===== config.mk =====
export PLATFORM = sky130hd
export DESIGN_NAME = ltssm_detect_poll_flat
export DESIGN_NICKNAME = d
export VERILOG_FILES = /design/src/rtl/ltssm_pkg.sv /design/src/rtl/ltssm_detect_poll_if.sv /design/src/rtl/ltssm_timer.sv /design/src/rtl/ltssm_detect_poll.sv /design/src/flat_wrapper.sv
export SDC_FILE = /design/constraint.sdc
export NUM_CORES = 1
export LEC_CHECK = 0
export CAP_MARGIN = 15
export CORE_MARGIN = 2
export CORE_UTILIZATION = 30
export DETAILED_ROUTE_END_ITERATION = 6
export PLACE_DENSITY_LB_ADDON = 0.25
export SYNTH_ARGS = -nofsm -noshare
export SYNTH_HDL_FRONTEND = slang
export SYNTH_HIERARCHICAL = 1
export SYNTH_SLANG_ARGS = --single-unit

===== constraint.sdc =====
create_clock -name clk -period 3.1 [get_ports clk]
set_input_delay 0.62 -clock clk [delete_from_list [all_inputs] [get_ports clk]]
set_output_delay 0.62 -clock clk [all_outputs]
set_load 0.05 [all_outputs]

===== src/rtl/ltssm_pkg.sv =====
// ltssm_pkg: shared LTSSM state codes, FSM encoding and timeout defaults.
// Imported by the Detect/Polling front-end and its timer.
package ltssm_pkg;

  localparam logic [3:0] ST_DETECT = 4'd0;
  localparam logic [3:0] ST_POLL   = 4'd1;
  localparam logic [3:0] ST_CFG    = 4'd2;

  localparam logic [3:0] SS_D_QUIET  = 4'd0;
  localparam logic [3:0] SS_D_ACTIVE = 4'd1;
  localparam logic [3:0] SS_P_ACTIVE = 4'd0;
  localparam logic [3:0] SS_P_CFG    = 4'd1;
  localparam logic [3:0] SS_C_IDLE   = 4'd0;

  localparam int T_QUIET_DEF    = 12000;
  localparam int T_DET_ACT_DEF  = 12000;
  localparam int T_POLL_ACT_DEF = 24000;
  localparam int T_POLL_CFG_DEF = 48000;

  typedef enum logic [2:0] {
    S_D_QUIET,
    S_D_ACTIVE,
    S_P_ACTIVE,
    S_P_CFG,
    S_C_IDLE
  } ltssm_st_e;

  function automatic logic [7:0] ts_pack(input ltssm_st_e s);
    logic [7:0] r;
    unique case (s)
      S_D_QUIET:  r = {ST_DETECT, SS_D_QUIET};
      S_D_ACTIVE: r = {ST_DETECT, SS_D_ACTIVE};
      S_P_ACTIVE: r = {ST_POLL, SS_P_ACTIVE};
      S_P_CFG:    r = {ST_POLL, SS_P_CFG};
      S_C_IDLE:   r = {ST_CFG, SS_C_IDLE};
      default:    r = 8'h00;
    endcase
    return r;
  endfunction

endpackage


===== src/rtl/ltssm_detect_poll_if.sv =====
// ltssm_detect_poll_if: PHY-lane and TS-generator signals of the front-end.
// master = LTSSM side, slave = PHY lanes / TS generator side.
interface ltssm_detect_poll_if #(
  parameter int LANE_NUM = 4
);
  logic [LANE_NUM-1:0] elec_idle_break;
  logic [LANE_NUM-1:0] rx_det_seq_req;
  logic [LANE_NUM-1:0] rx_det_seq_ack;
  logic [LANE_NUM-1:0] rx_det_valid;
  logic [LANE_NUM-1:0] ts1_p2c;
  logic [LANE_NUM-1:0] ts2_p2c;
  logic                ts_sent;
  logic [7:0]          ts_info;
  logic                ts_update;
  logic                ts_stop;
  logic [5:0]          speed;
  logic [LANE_NUM-1:0] lane_active;
  logic                cfg_entry;

  modport master (
    input  elec_idle_break, rx_det_seq_ack, rx_det_valid,
    input  ts1_p2c, ts2_p2c, ts_sent,
    output rx_det_seq_req, ts_info, ts_update, ts_stop,
    output speed, lane_active, cfg_entry
  );

  modport slave (
    output elec_idle_break, rx_det_seq_ack, rx_det_valid,
    output ts1_p2c, ts2_p2c, ts_sent,
    input  rx_det_seq_req, ts_info, ts_update, ts_stop,
    input  speed, lane_active, cfg_entry
  );

endinterface


===== src/rtl/ltssm_timer.sv =====
// ltssm_timer: loadable down counter, one expired pulse when it reaches 0.
// A load of 0 leaves the timer disarmed.
module ltssm_timer #(
  parameter int TIMER_W = 32
) (
  input  logic               clk,
  input  logic               load_i,
  input  logic [TIMER_W-1:0] val_i,
  output logic               expired_o
);

  logic [TIMER_W-1:0] cnt_q;
  logic               armed_q;
  logic               exp_q;

  // count down while armed; pulse on the 1 -> 0 step
  always_ff @(posedge clk) begin
    if (load_i) begin
      cnt_q   <= val_i;
      armed_q <= (val_i != '0);
      exp_q   <= 1'b0;
    end else begin
      exp_q <= 1'b0;
      if (armed_q) begin
        cnt_q <= cnt_q - TIMER_W'(1);
        if (cnt_q == TIMER_W'(1)) begin
          armed_q <= 1'b0;
          exp_q   <= 1'b1;
        end
      end
    end
  end

  assign expired_o = exp_q;

endmodule


===== src/rtl/ltssm_detect_poll.sv =====
// ltssm_detect_poll: Detect and Polling link-training front-end.
// Runs receiver detection, qualifies TS1/TS2 and hands off to Configuration.
module ltssm_detect_poll
  import ltssm_pkg::*;
#(
  parameter int         LANE_NUM   = 4,
  parameter int         TIMER_W    = 32,
  parameter int         T_QUIET    = T_QUIET_DEF,
  parameter int         T_DET_ACT  = T_DET_ACT_DEF,
  parameter int         T_POLL_ACT = T_POLL_ACT_DEF,
  parameter int         T_POLL_CFG = T_POLL_CFG_DEF,
  parameter int         TS1_TX_MIN = 1024,
  parameter int         RX_CNT     = 8,
  parameter int         TS2_TX_MIN = 16,
  parameter int         PARTIAL_EN = 1,
  parameter logic [5:0] SPEED_INIT = 6'b000001
) (
  input  logic              clk,
  input  logic              rst,
  ltssm_detect_poll_if.master bus
);

  localparam int RX_W   = $clog2(RX_CNT + 1);
  localparam int TX_MAX = (TS1_TX_MIN > TS2_TX_MIN) ? TS1_TX_MIN : TS2_TX_MIN;
  localparam int TX_W   = $clog2(TX_MAX + 1);

  ltssm_st_e st_q, st_d;

  logic [LANE_NUM-1:0] req_q;
  logic [LANE_NUM-1:0] det_q;
  logic [LANE_NUM-1:0] act_q, act_d;
  logic [LANE_NUM-1:0] lane_ok;
  logic [TX_W-1:0]     tx_q;
  logic                ts2_seen_q;
  logic                brk_q;
  logic [7:0]          ts_info_q;
  logic                ts_update_q;
  logic                ts_stop_q;
  logic                cfg_entry_q;

  logic                expired;
  logic                entry;
  logic                pcfg_entry;
  logic                all_ok;
  logic                tmr_load;
  logic [TIMER_W-1:0]  tmr_val;

  assign all_ok     = &lane_ok;
  assign entry      = (st_d != st_q);
  assign pcfg_entry = (st_q == S_P_ACTIVE) && (st_d == S_P_CFG);
  assign tmr_load   = rst || entry;

  // next substate, lane set and timer reload; exits win over expiry
  always_comb begin
    st_d    = st_q;
    act_d   = act_q;
    tmr_val = '0;
    unique case (st_q)
      S_D_QUIET: begin
        if (brk_q || expired) st_d = S_D_ACTIVE;
      end
      S_D_ACTIVE: begin
        if (req_q == '0) begin
          if (&det_q) begin
            st_d  = S_P_ACTIVE;
            act_d = '1;
          end else if ((PARTIAL_EN != 0) && (|det_q)) begin
            st_d  = S_P_ACTIVE;
            act_d = det_q;
          end else begin
            st_d = S_D_QUIET;
          end
        end else if (expired) begin
          st_d = S_D_QUIET;
        end
      end
      S_P_ACTIVE: begin
        if (all_ok && (tx_q >= TX_W'(TS1_TX_MIN))) st_d = S_P_CFG;
        else if (expired) st_d = S_D_QUIET;
      end
      S_P_CFG: begin
        if (all_ok && ts2_seen_q && (tx_q >= TX_W'(TS2_TX_MIN)))
          st_d = S_C_IDLE;
        else if (expired)
          st_d = S_D_QUIET;
      end
      S_C_IDLE: st_d = S_C_IDLE;
      default:  st_d = S_D_QUIET;
    endcase
    if (st_d == S_D_QUIET) act_d = '0;
    unique case (st_d)
      S_D_QUIET:  tmr_val = TIMER_W'(T_QUIET);
      S_D_ACTIVE: tmr_val = TIMER_W'(T_DET_ACT);
      S_P_ACTIVE: tmr_val = TIMER_W'(T_POLL_ACT);
      S_P_CFG:    tmr_val = TIMER_W'(T_POLL_CFG);
      default:    tmr_val = '0;
    endcase
    if (rst) tmr_val = TIMER_W'(T_QUIET);
  end

  ltssm_timer #(
    .TIMER_W (TIMER_W)
  ) u_timer (
    .clk       (clk),
    .load_i    (tmr_load),
    .val_i     (tmr_val),
    .expired_o (expired)
  );

  // state, detect handshake and registered TS-generator outputs
  always_ff @(posedge clk) begin
    if (rst) begin
      st_q        <= S_D_QUIET;
      req_q       <= '0;
      det_q       <= '0;
      act_q       <= '0;
      brk_q       <= 1'b0;
      ts_info_q   <= 8'h00;
      ts_update_q <= 1'b0;
      ts_stop_q   <= 1'b1;
      cfg_entry_q <= 1'b0;
    end else begin
      st_q        <= st_d;
      act_q       <= act_d;
      brk_q       <= (st_q == S_D_QUIET) && (st_d == S_D_QUIET) &&
                     (|bus.elec_idle_break);
      ts_info_q   <= ts_pack(st_d);
      ts_stop_q   <= (st_d == S_D_QUIET) || (st_d == S_D_ACTIVE);
      ts_update_q <= entry && (st_d inside {S_P_ACTIVE, S_P_CFG, S_C_IDLE});
      cfg_entry_q <= entry && (st_d == S_C_IDLE);
      if (entry && (st_d == S_D_ACTIVE)) begin
        req_q <= '1;
        det_q <= '0;
      end else if (st_q == S_D_ACTIVE) begin
        if (st_d == S_D_QUIET) begin
          req_q <= '0;
        end else begin
          req_q <= req_q & ~bus.rx_det_seq_ack;
          det_q <= det_q |
                   (req_q & bus.rx_det_seq_ack & bus.rx_det_valid);
        end
      end
    end
  end

  // per-lane consecutive TS counters, saturating at RX_CNT
  for (genvar i = 0; i < LANE_NUM; i++) begin : g_lane
    logic [RX_W-1:0] cnt_q;

    // count TS1/TS2 in P_ACTIVE, TS2 runs with TS1 restart in P_CFG
    always_ff @(posedge clk) begin
      if (rst || (st_q == S_D_QUIET) || pcfg_entry) begin
        cnt_q <= '0;
      end else if (act_q[i]) begin
        if (st_q == S_P_ACTIVE) begin
          if ((bus.ts1_p2c[i] || bus.ts2_p2c[i]) &&
              (cnt_q != RX_W'(RX_CNT)))
            cnt_q <= cnt_q + RX_W'(1);
        end else if (st_q == S_P_CFG) begin
          if (bus.ts1_p2c[i])
            cnt_q <= '0;
          else if (bus.ts2_p2c[i] && (cnt_q != RX_W'(RX_CNT)))
            cnt_q <= cnt_q + RX_W'(1);
        end
      end
    end

    assign lane_ok[i] = !act_q[i] || (cnt_q == RX_W'(RX_CNT));
  end

  // transmitted-set counter; in P_CFG it starts after the first TS2
  always_ff @(posedge clk) begin
    if (rst || (st_q == S_D_QUIET) || pcfg_entry) begin
      tx_q       <= '0;
      ts2_seen_q <= 1'b0;
    end else if (st_q == S_P_ACTIVE) begin
      if (bus.ts_sent && (tx_q < TX_W'(TS1_TX_MIN)))
        tx_q <= tx_q + TX_W'(1);
    end else if (st_q == S_P_CFG) begin
      if (|(bus.ts2_p2c & act_q)) ts2_seen_q <= 1'b1;
      if (ts2_seen_q && bus.ts_sent && (tx_q < TX_W'(TS2_TX_MIN)))
        tx_q <= tx_q + TX_W'(1);
    end
  end

  assign bus.rx_det_seq_req = req_q;
  assign bus.ts_info        = ts_info_q;
  assign bus.ts_update      = ts_update_q;
  assign bus.ts_stop        = ts_stop_q;
  assign bus.speed          = SPEED_INIT;
  assign bus.lane_active    = act_q;
  assign bus.cfg_entry      = cfg_entry_q;

endmodule


===== src/flat_wrapper.sv =====
// flat-port wrapper written by rule: the top's interface ports become plain ports
module ltssm_detect_poll_flat import ltssm_pkg::*;
#(
  parameter int         LANE_NUM   = 4,
  parameter int         TIMER_W    = 32,
  parameter int         T_QUIET    = T_QUIET_DEF,
  parameter int         T_DET_ACT  = T_DET_ACT_DEF,
  parameter int         T_POLL_ACT = T_POLL_ACT_DEF,
  parameter int         T_POLL_CFG = T_POLL_CFG_DEF,
  parameter int         TS1_TX_MIN = 1024,
  parameter int         RX_CNT     = 8,
  parameter int         TS2_TX_MIN = 16,
  parameter int         PARTIAL_EN = 1,
  parameter logic [5:0] SPEED_INIT = 6'b000001
)
  (clk, rst, bus_elec_idle_break, bus_rx_det_seq_ack, bus_rx_det_valid, bus_ts1_p2c, bus_ts2_p2c, bus_ts_sent, bus_rx_det_seq_req, bus_ts_info, bus_ts_update, bus_ts_stop, bus_speed, bus_lane_active, bus_cfg_entry);
  ltssm_detect_poll_if #(.LANE_NUM(LANE_NUM)) bus_i ();
  input  logic clk;
  input  logic rst;
  input wire logic [$bits(bus_i.elec_idle_break)-1:0] bus_elec_idle_break;
  input wire logic [$bits(bus_i.rx_det_seq_ack)-1:0] bus_rx_det_seq_ack;
  input wire logic [$bits(bus_i.rx_det_valid)-1:0] bus_rx_det_valid;
  input wire logic [$bits(bus_i.ts1_p2c)-1:0] bus_ts1_p2c;
  input wire logic [$bits(bus_i.ts2_p2c)-1:0] bus_ts2_p2c;
  input wire logic [$bits(bus_i.ts_sent)-1:0] bus_ts_sent;
  output wire logic [$bits(bus_i.rx_det_seq_req)-1:0] bus_rx_det_seq_req;
  output wire logic [$bits(bus_i.ts_info)-1:0] bus_ts_info;
  output wire logic [$bits(bus_i.ts_update)-1:0] bus_ts_update;
  output wire logic [$bits(bus_i.ts_stop)-1:0] bus_ts_stop;
  output wire logic [$bits(bus_i.speed)-1:0] bus_speed;
  output wire logic [$bits(bus_i.lane_active)-1:0] bus_lane_active;
  output wire logic [$bits(bus_i.cfg_entry)-1:0] bus_cfg_entry;
  assign bus_i.elec_idle_break = bus_elec_idle_break;
  assign bus_i.rx_det_seq_ack = bus_rx_det_seq_ack;
  assign bus_i.rx_det_valid = bus_rx_det_valid;
  assign bus_i.ts1_p2c = bus_ts1_p2c;
  assign bus_i.ts2_p2c = bus_ts2_p2c;
  assign bus_i.ts_sent = bus_ts_sent;
  assign bus_rx_det_seq_req = bus_i.rx_det_seq_req;
  assign bus_ts_info = bus_i.ts_info;
  assign bus_ts_update = bus_i.ts_update;
  assign bus_ts_stop = bus_i.ts_stop;
  assign bus_speed = bus_i.speed;
  assign bus_lane_active = bus_i.lane_active;
  assign bus_cfg_entry = bus_i.cfg_entry;
  ltssm_detect_poll #(.LANE_NUM(LANE_NUM), .TIMER_W(TIMER_W), .T_QUIET(T_QUIET), .T_DET_ACT(T_DET_ACT), .T_POLL_ACT(T_POLL_ACT), .T_POLL_CFG(T_POLL_CFG), .TS1_TX_MIN(TS1_TX_MIN), .RX_CNT(RX_CNT), .TS2_TX_MIN(TS2_TX_MIN), .PARTIAL_EN(PARTIAL_EN), .SPEED_INIT(SPEED_INIT)) u_core (.clk(clk), .rst(rst), .bus(bus_i));
endmodule

==> results of run 1 <==
[stage by stage]
stage          instances  hold WS (ns)
6_report             820         0.480
5_1_grt              820         0.526
4_1_cts              820         0.482
3_5_place_dp         805         0.475
3_3_place_gp         805         0.467
2_1_floorplan        567         0.438
[logic make-up after synthesis]
family,after synthesis,synth area share [%]
other,2,0.159
AOI/OAI and AO/OA,97,14.3
muxes,4,0.850
adders and majority gates,11,2.92
xor gates and xnor gates,46,8.55
buffers and inverters,47,4.89
and+or+nand+nor,225,25.8
DFF,84,42.5
[repair_timing]
action	in CTS	in global routing
setup buffers	0	0
setup endpoints to repair	0	1
resized for setup	0	4
[tightest hold or removal path: cells and delay by family, from the launching register on]
family | cells | cell delay (ns)
DFF | 1 | 0.32
and+or+nand+nor | 1 | 0.05
AOI/OAI and AO/OA | 1 | 0.06
[sequential cells by signal, summed over array words and instances, names as in the netlist]
register,cells
u_core/u_timer/cnt_q,32
u_core/g_lane.cnt_q,16
u_core/tx_q,11
u_core/bus.lane_active,4
u_core/bus.rx_det_seq_req,4
u_core/det_q,4
u_core/bus.ts_info,3
u_core/st_q,3
u_core/brk_q,1
u_core/bus.cfg_entry,1
u_core/bus.ts_stop,1
u_core/bus.ts_update,1
u_core/ts2_seen_q,1
u_core/u_timer/armed_q,1
u_core/u_timer/expired_o,1
[synthesized netlist by cell type, types with 3 or more instances]
master	count	area share, %
nand2_1	56	4.5
dfxtp_1	52	22
nor2_1	45	3.6
o21ai_0	41	4.4
edfxtp_1	32	20
nor3_1	29	3.1
xnor2_1	26	4.8
xor2_1	20	3.7
inv_1	19	1.5
nand3_1	17	1.8
nor4_1	16	2.1
a21oi_1	11	1.2
buf_4	11	1.8
ha_1	11	2.9
nand4_1	11	1.5
clkbuf_1	10	0.80
a22oi_1	9	1.4
or3_1	6	0.80
nor2b_1	5	0.66
o31ai_1	5	0.80
or4_1	5	0.80
and3_1	4	0.53
buf_2	4	0.43
mux2i_1	4	0.85
nand2b_1	4	0.53
nand3b_1	4	0.64
o41ai_1	4	0.74
or4_4	4	0.96
a41o_1	3	0.64
nor3b_1	3	0.48
nor3b_2	3	0.80
[area by class of cell]
cell class	instances	share of cell area [%]
Clock inverter	3	0.259
Inverter	19	1.23
Timing Repair Buffer	55	8.89
Tap cell	211	4.55
Multi-Input combinational cell	436	46.3
Sequential cell	84	34.5
Clock buffer	12	4.27
[power groups by stage]
stage	clock network [mW]	registers, mW	logic [mW]
floorplan	0	1.71	0.781
detailed placement	0	1.69	1.14
global route	1.08	1.71	1.27
finish	0.993	1.67	1.16
global placement	0	1.68	1.14
CTS	1.03	1.67	1.15
[worst paths after layout]
kind                                                                 from                                  to  slack, ns
worst min-delay path                       u_core/u_timer/armed_q$_DFF_P_      u_core/u_timer/armed_q$_DFF_P_       0.48
worst min register to register             u_core/u_timer/armed_q$_DFF_P_      u_core/u_timer/armed_q$_DFF_P_       0.48
worst max-delay path            u_core/bus.rx_det_seq_req[2]$_SDFFE_PP0P_  u_core/u_timer/cnt_q[14]$_DFFE_PP_       0.20
worst max register to register  u_core/bus.rx_det_seq_req[2]$_SDFFE_PP0P_  u_core/u_timer/cnt_q[14]$_DFFE_PP_       0.20
[routing by layer]
metal / global-route usage (%) / wire [µm] / share of wire (%)
met1: 16.9 / 5000 / 45
met2: 24.1 / 5580 / 50
met3: 4.34 / 397 / 3.6
met4: 3.58 / 114 / 1.0
met5: 0 / 0 / 0
==> results.toml, run 1 <==
[grt]
grt_antenna_before_repair = 0
gr-total-overflow = 0
grt_pass1_vias = 3799
track_usage_pct = 13.9
grt_pass1_wl_um = 18400
grt_max_degree = 69

[pwr]
powerDensity_nw_per_um2 = 659
p_sw_mw = 1.36
p_seq_share_pct = 43.8
p_comb_share_pct = 30.3
vdd_drop_max_mv = 0.308
swShare_pct = 35.5
clkPwrFrac_pct = 26.0
p_leak_nw = 2.04
internal-power_mw = 2.47
total_power_mw = 3.82

[clock_tree]
clk_latency_ns = 0.35
cts_max_level = 3
holdBufCountCts = 0
clk_pin_slew_ns = 0.06
cts_made_buffers = 9
cts_tree = "built"
cts-root-buf = "clkbuf_16"
clockBufferDepth = 2
clkSinkCount = 84

[sta]
finalCriticalPeriod_ns = 2.90
hold_viol_final = 0
rsz0062_at_grt = "false"
min_period_over_period_pct = 93.6
fin_ws_ns = 0.200
slew_headroom_pct = 45.4
slew_violations = 0
worst_pin_slew_ns = 0.819
fmax_ghz = 0.345
setup_viol = 0
final.setup_skew_ns = 0.00684
fin_setup_tns_ns = 0

[finish]
layout_commonest_cell = "nand2_1"
drive_above_1_share_pct = 9.85
finalNetCount = 639
multi_input_area_um2 = 2690
regArea_um2 = 2000
mostFrequentLayoutCells = "56 x nand2_1, 53 x conb_1, 52 x dfxtp_1"
post-route-util_pct = 38.0
area_delta_synth_final_pct = 23.2
stdcell_area_um2 = 5800
n_antenna_cell = 0
nFillCells = 1569

[worst_setup_path]
cp.buffers_inverters = 0
start_kind = "flop"
crit_arrival_ns = 2.87
worstPathCellList = "or4_4 > a222oi_1 > a21oi_1 > nor3_1 > a21oi_1 > nand2b_2 > or2_2"
slowest_stage = "or2_2"
criticalPathCategory = "flop to flop"
worstSetupEndpointType = "flop"
crit_cells = 7
reg2regPathDepth = 7
crit_fanout = 32
crit_family = "simple AND/OR/NAND/NOR gates"
cp_data_required_time_ns = 3.07
cpMostUsedCell = "a21oi_1"
max_stage_delay_ns = 0.66

[flow_run]
maxCapViolations = 0

[detailed_routing]
first_pass_iters = 5
drtIter0Drc = 226
drt_wl_total_um = 11100
vias_per_cell = 4.73
wl_per_cell_um = 13.5
vias = 3877
ant_nets = 0
drc_errors = 0

[synthesis]
synthDistinctLibCells = 62
synth_flop_cell = "dfxtp_1"
synth_edf_count = 32
synth-seq-cells = 84
synth_area_um2 = 4710
yosys_warnings = 6
syn_area_per_cell_um2 = 9.13
synthCells = 516
ys_seq_area_share_pct = 42.5
synth_async_sr_flop_share_pct = 0

[floorplan]
initial_core_util_pct = 30.9
core_area_um2 = 15300
row_count = 45
die_y_um = 129
io_pins = 48
die_w_um = 129
die-area_um2 = 16700

[hold_path]
min_path_cells = 2
hold_class = "flop to flop"

[place]
placement.cell_area_um2 = 5520
place_congestion = 0.804
pre_cts_ws_ns = 0.158
port_buffers = 36
hpwl_um = 7940

[run_status]
outcome = "completed"
Note: power is estimated with default switching activity, not from simulation.
==> inputs of run 2 (changes only) <==
--- a/config.mk
+++ b/config.mk
@@ -5,10 +5,10 @@
 export SDC_FILE = /design/constraint.sdc
 export NUM_CORES = 1
 export LEC_CHECK = 0
-export CAP_MARGIN = 15
 export CORE_MARGIN = 2
 export CORE_UTILIZATION = 30
 export DETAILED_ROUTE_END_ITERATION = 6
+export GPL_TIMING_DRIVEN = 0
 export PLACE_DENSITY_LB_ADDON = 0.25
 export SYNTH_ARGS = -nofsm -noshare
 export SYNTH_HDL_FRONTEND = slang
==> results.toml, run 2 (synthesized netlist as in run 1, its figures left out) <==
[clock_tree]
clk_latency_ns = 0.35
cts_made_buffers = 9
clk_pin_slew_ns = 0.06
cts_tree = "built"
clkSinkCount = 84
cts_max_level = 3
cts-root-buf = "clkbuf_16"
clockBufferDepth = 2

[pwr]
clkPwrFrac_pct = 25.8
p_sw_mw = 1.43
p_seq_share_pct = 43.2
p_leak_nw = 2.07
total_power_mw = 3.88
p_comb_share_pct = 31.0
internal-power_mw = 2.45
powerDensity_nw_per_um2 = 660
vdd_drop_max_mv = 0.347
swShare_pct = 36.8

[worst_setup_path]
reg2reg_to = "u_core/u_timer/armed_q$_DFF_P_"
crit_family = "simple AND/OR/NAND/NOR gates"
worstPathCellList = "or4_4 > nor2b_4 > o41ai_2 > o311a_4 > a211oi_4 > nor2_1 > nor4_1 > nand4_1 > o21ai_0 > o21ai_0"
reg2regPathDepth = 10
r2r_slack_ns = 0.16
slowest_stage = "or4_4"
cp_data_required_time_ns = 3.32
crit_arrival_ns = 3.15
crit_fanout = 6
cp.buffers_inverters = 0
crit_cells = 10
cpMostUsedCell = "o21ai_0"
max_stage_delay_ns = 0.61
worstSetupEndpointType = "flop"
r2r_start = "u_core/bus.rx_det_seq_req[2]$_SDFFE_PP0P_"
start_kind = "flop"
criticalPathCategory = "flop to flop"

[sta]
fmax_ghz = 0.341
fin_setup_tns_ns = 0
fin_ws_ns = 0.165
holdWs_ns = 0.495
setup_viol = 0
slew_violations = 0
min_period_over_period_pct = 94.7
slew_headroom_pct = 34.4
finalCriticalPeriod_ns = 2.94
hold_viol_final = 0
worst_pin_slew_ns = 0.977
final.setup_skew_ns = 0.00692
rsz0062_at_grt = "true"

[finish]
top_register = "u_core/u_timer/cnt_q"
mostFrequentLayoutCells = "56 x nand2_1, 53 x conb_1, 52 x dfxtp_1"
stdcell_count = 832
layout_commonest_cell = "nand2_1"
n_antenna_cell = 0
area_delta_synth_final_pct = 24.7
drive_above_1_share_pct = 11.4
nFillCells = 1553
finalNetCount = 650
post-route-util_pct = 38.5
stdcell_area_um2 = 5870
top_regs = "u_core/u_timer/cnt_q x32, u_core/g_lane.cnt_q x16, u_core/tx_q x11"
largest_reg_flops = 32

[detailed_routing]
wl_per_cell_um = 13.9
vias_per_cell = 4.83
drtIter0Drc = 252
vias = 4016
ant_nets = 0
first_pass_iters = 4
drt_wl_total_um = 11600
drc_errors = 0

[place]
pre_cts_ws_ns = -0.589
placement.cell_area_um2 = 5530
hpwl_um = 8360
dp.cells = 814
port_buffers = 36
place_congestion = 0.830

[floorplan]
die-area_um2 = 16700
die_w_um = 129
row_count = 45
core_area_um2 = 15300
initial_core_util_pct = 30.9
io_pins = 48
die_y_um = 129

[flow_run]
maxCapViolations = 0

[grt]
gr-total-overflow = 0
grt_max_degree = 17
grt_pass1_wl_um = 18700
grt_pass1_vias = 3771
grt_antenna_before_repair = 0
track_usage_pct = 14.3

[hold_path]
whs_endpoint = "u_core/det_q[0]$_SDFFE_PP0P_"
hold_class = "flop to flop"
min-delay-start = "u_core/det_q[0]$_SDFFE_PP0P_"
min_path_cells = 2

[run_status]
outcome = "completed"
## run 2: cell types whose count changed in the layout (fill, tap and decap cells not counted), sizes merged
cell / before / now
clkbuf: 12 / 20
clkinv: 3 / 5
inv: 19 / 21
buf: 19 / 18
or2: 2 / 3
## run 2: area by class of cell
| cell class | count | area, µm² | share of cell area (%) |
|---|---|---|---|
| plain buffers | 28 | 168 | 2.85 |
| clock inverters | 7 | 41.3 | 0.703 |
| multi-input cells | 437 | 2730 | 46.5 |
| well taps | 211 | 264 | 4.50 |
| repair buffers | 37 | 368 | 6.26 |
| clock buffers | 9 | 225 | 3.83 |
| inverters | 19 | 71.3 | 1.21 |
| flip-flops and latches | 84 | 2000 | 34.1 |
## run 2: tightest hold or removal path: stages, from the launching register on
cell     delay [ns]
dfxtp_1        0.34
nand2_1        0.06
o31ai_1        0.05
## run 2: power by group through the flow
stage,combinational [mW],clock [mW],sequential (mW)
3_5_place_dp,1.15,0,1.70
5_1_grt,1.32,1.09,1.71
3_3_place_gp,1.14,0,1.69
6_report,1.20,0.999,1.68
4_1_cts,1.18,1.03,1.67
2_1_floorplan,0.781,0,1.71
## run 2: worst max-delay path by stage
stage / slack (ns) / from / endpoint
2_1_floorplan: 0.06 / u_core/bus.rx_det_seq_req[2]$_SDFFE_PP0P_ / u_core/u_timer/cnt_q[0]$_DFFE_PP_
3_3_place_gp: -0.57 / u_core/st_q[0]$_SDFF_PP0_ / u_core/u_timer/cnt_q[16]$_DFFE_PP_
3_5_place_dp: -0.59 / u_core/st_q[0]$_SDFF_PP0_ / u_core/u_timer/cnt_q[18]$_DFFE_PP_
4_1_cts: 0.02 / u_core/g_lane[2].cnt_q[0]$_SDFFE_PP0P_ / u_core/u_timer/armed_q$_DFF_P_
5_1_grt: -0.1 / u_core/g_lane[2].cnt_q[0]$_SDFFE_PP0P_ / u_core/u_timer/armed_q$_DFF_P_
6_report: 0.16 / u_core/bus.rx_det_seq_req[2]$_SDFFE_PP0P_ / u_core/u_timer/armed_q$_DFF_P_
## run 2: repair_timing
item | 4_1_cts | 5_1_grt
gates resized for setup | 8 | 14
endpoints found under the setup margin | 52 | 65
buffers inserted | 1 | 0
pin swaps | 1 | 0
hold buffers | 0 | 0
gates cloned | 1 | 0
## run 2: metal layers
layer  track usage, %  up-vias  wire, µm
met5                0        -         0
met4             4.16        0       138
met3             4.38        6       360
met2             25.2       59      6000
met1             16.7     1927      5070
li1                 -     2024         -
==> edit, RTL diff (config.mk and constraints of run 2) <==
Reset style: asynchronous (`rst`), changed in one clocked block.
--- a/src/rtl/ltssm_detect_poll.sv
+++ b/src/rtl/ltssm_detect_poll.sv
@@ -110,3 +110,3 @@
   // state, detect handshake and registered TS-generator outputs
-  always_ff @(posedge clk) begin
+  always_ff @(posedge clk or posedge rst) begin
     if (rst) begin
Formal check against the unedited RTL: differs if rst is asserted again (counterexample within 4 cycles, from zero or initial values and one cycle with rst high); with rst held inactive, the same outputs for 10 cycles.
==> edit against run 2 <==
  * Highest routed layer unchanged
  * Synthesized area is 1.2% higher
  * Wire length is 3.0% lower
  * Largest cell class unchanged
  * Fmax is 1.4% lower
  * Sequential share of layout area is 1.4 points higher
  * Power is 23% higher
  * Largest power group unchanged
  * Combinational power is 51% higher
  * Sequential cell count stayed put
  * Worst setup slack worse by 0.042 ns
  * Cell area is 1.4% higher
==> edit: results (changes against run 2) <==
<table>
<tr><th>Metric</th><th>Value</th></tr>
<tr><th colspan="2">Route</th></tr>
<tr><td>Routed wire per std cell</td><td>13.4 um (-3.8%)</td></tr>
<tr><td>Total via count after detailed routing</td><td>3887 (-3.2%)</td></tr>
<tr><td>Number of design-rule violations left by the first detailed-router iteration</td><td>167 (-34%)</td></tr>
<tr><th colspan="2">Global route</th></tr>
<tr><td>Wire length of the first global-routing pass</td><td>18.1 mm (-3.0%)</td></tr>
<tr><td>Global Route Usage Sum</td><td>0.135 (-0.00775)</td></tr>
<tr><td>Met2 global-route usage</td><td>0.244 (-0.00871)</td></tr>
<tr><td>Initial antenna violation count</td><td>0 (unchanged)</td></tr>
<tr><td>Pin count of the biggest net entering global routing</td><td>26 (+9)</td></tr>
<tr><td>Global routing usage on met1</td><td>0.161 (-0.00588)</td></tr>
<tr><td>Met3 capacity usage during global routing</td><td>0.0369 (-0.00687)</td></tr>
<tr><th colspan="2">Timing</th></tr>
<tr><td>Worst setup skew after layout</td><td>0.00760 ns (+0.000677 ns)</td></tr>
<tr><td>Hold slack final</td><td>0.508 ns (+0.0129 ns)</td></tr>
<tr><td>Relative max-transition margin</td><td>0.322 (-0.0216)</td></tr>
<tr><th colspan="2">Placed design</th></tr>
<tr><td>Final weighted congestion in routability-driven placement</td><td>0.832 (+0.20%)</td></tr>
<tr><td>HPWL Detailed</td><td>8.10 mm (-3.1%)</td></tr>
<tr><th colspan="2">Critical path</th></tr>
<tr><td>Slowest stage delay, CP</td><td>0.54 ns (-0.07 ns)</td></tr>
<tr><td>Cell with the biggest individual delay on the critical path</td><td>or4_1</td></tr>
<tr><td>Reg-to-Reg Start</td><td>u_core/bus.rx_det_seq_req[1]</td></tr>
<tr><th colspan="2">Yosys</th></tr>
<tr><td>Share of the synthesized area in compound gates (AO/OA/AOI/OAI)</td><td>0.116 (-0.0274)</td></tr>
<tr><td>Multiplexer share of the synthesized area</td><td>0.0126 (+0.00410)</td></tr>
<tr><td>Leading cell types by total area after synthesis</td><td>edfxtp_1 (20%), dfxtp_1 (13%), dfrtp_1 (11%)</td></tr>
<tr><td>Post-synth ARST share</td><td>0.262 (+0.262)</td></tr>
<tr><td>Number of distinct library cells after synthesis</td><td>61 (-1.6%)</td></tr>
<tr><td>Sequential-to-total area share from yosys stat</td><td>0.444 (+0.0185)</td></tr>
<tr><th colspan="2">Pwr</th></tr>
<tr><td>Pleak</td><td>2.28 nW (+11%)</td></tr>
<tr><td>Maximum VDD drop</td><td>442 uV (+27%)</td></tr>
<tr><th colspan="2">Cells and area</th></tr>
<tr><td>Proportion of layout cells with a drive suffix above 1</td><td>0.108 (-0.00679)</td></tr>
<tr><th colspan="2">Hold path</th></tr>
<tr><td>Launch point of the worst hold path</td><td>u_core/ts2_seen_q</td></tr>
<tr><td>Hold-critical path endpoint</td><td>u_core/ts2_seen_q</td></tr>
<tr><th colspan="2">Outcome</th></tr>
<tr><td>Result of the run</td><td>completed</td></tr>
</table>
-- edit: cell count changes after synthesis, sizes merged, moves of 5 or more --
cell / change
and2: +6
dfrtp: +21
dfxtp: -22
nand2: +13
nor3: -6
o41ai: -5
xnor2: -5
-- edit: area by class of cell --
| cell class | instances | area, um^2 |
|---|---|---|
| tap | 216 | 270 |
| sequential | 84 | 2110 |
| clock buffer | 9 | 225 |
| timing repair buffer | 40 | 390 |
| multi-input combinational | 437 | 2650 |
| buffer | 28 | 178 |
| fill | 1614 | 9760 |
| inverter | 18 | 71.3 |
| clock inverter | 7 | 57.6 |
-- edit: repair_timing --
action | in CTS | in global routing
endpoints found under the setup margin | 51 | 44
gates cloned | 1 | 0
pin swaps | 1 | 6
setup buffers | 0 | 4
gates resized for setup | 8 | 12
-- edit: worst max-delay path by stage --
stage / startpoint / to / slack [ns]
floorplan: u_core/bus.rx_det_seq_req[1] / u_core/u_timer/cnt_q[0] / 0.13
global placement: u_core/g_lane[1].cnt_q[0] / u_core/u_timer/cnt_q[1] / -0.39
detailed placement: u_core/g_lane[0].cnt_q[0] / u_core/u_timer/cnt_q[5] / -0.49
CTS: u_core/bus.rx_det_seq_req[1] / u_core/u_timer/armed_q / 0.02
global route: u_core/bus.rx_det_seq_req[1] / u_core/u_timer/armed_q / -0.02
finish: u_core/bus.rx_det_seq_req[1] / u_core/u_timer/armed_q / 0.12
-- edit: where the power goes --
part	leakage [nW]	internal, mW	switching (mW)
sequential	0.853	1.57	0.332
combinational	1.29	0.708	1.11
clock	0.143	0.556	0.480
-- edit: layer usage --
metal	wire length, um	vias to the layer above	part of all wire
met4	72	0	0.0064
met1	5130	1834	0.46
met2	5670	53	0.50
li1	-	1991	-
met3	361	9	0.032
met5	0	-	0
-- edit: logic make-up after synthesis --
family                   count (synthesis)
adder cells (fa/ha/maj)                 11
XOR/XNOR                                45
buffers and inverters                   46
AO/OA/AOI/OAI                           85
multiplexers                             6
flip-flops                              84
other                                    2
AND/OR/NAND/NOR                        236
-- edit: critical path, delay by kind of cell, from the launching register on --
kind | cells | cell delay [ns]
AO/OA/AOI/OAI | 4 | 0.58
buffers and inverters | 1 | 0.18
AND/OR/NAND/NOR | 5 | 1.70
flip-flops | 1 | 0.41
-- edit: metrics by stage --
step	setup WS [ns]	cells	area [um^2]	util
3_3_place_gp	-0.393	818	5590	0.356
5_1_grt	-0.0237	839	5960	0.379
6_report	0.122	839	5960	0.379
3_5_place_dp	-0.487	818	5590	0.356
4_1_cts	0.0240	835	5890	0.375
2_1_floorplan	0.129	566	4960	-
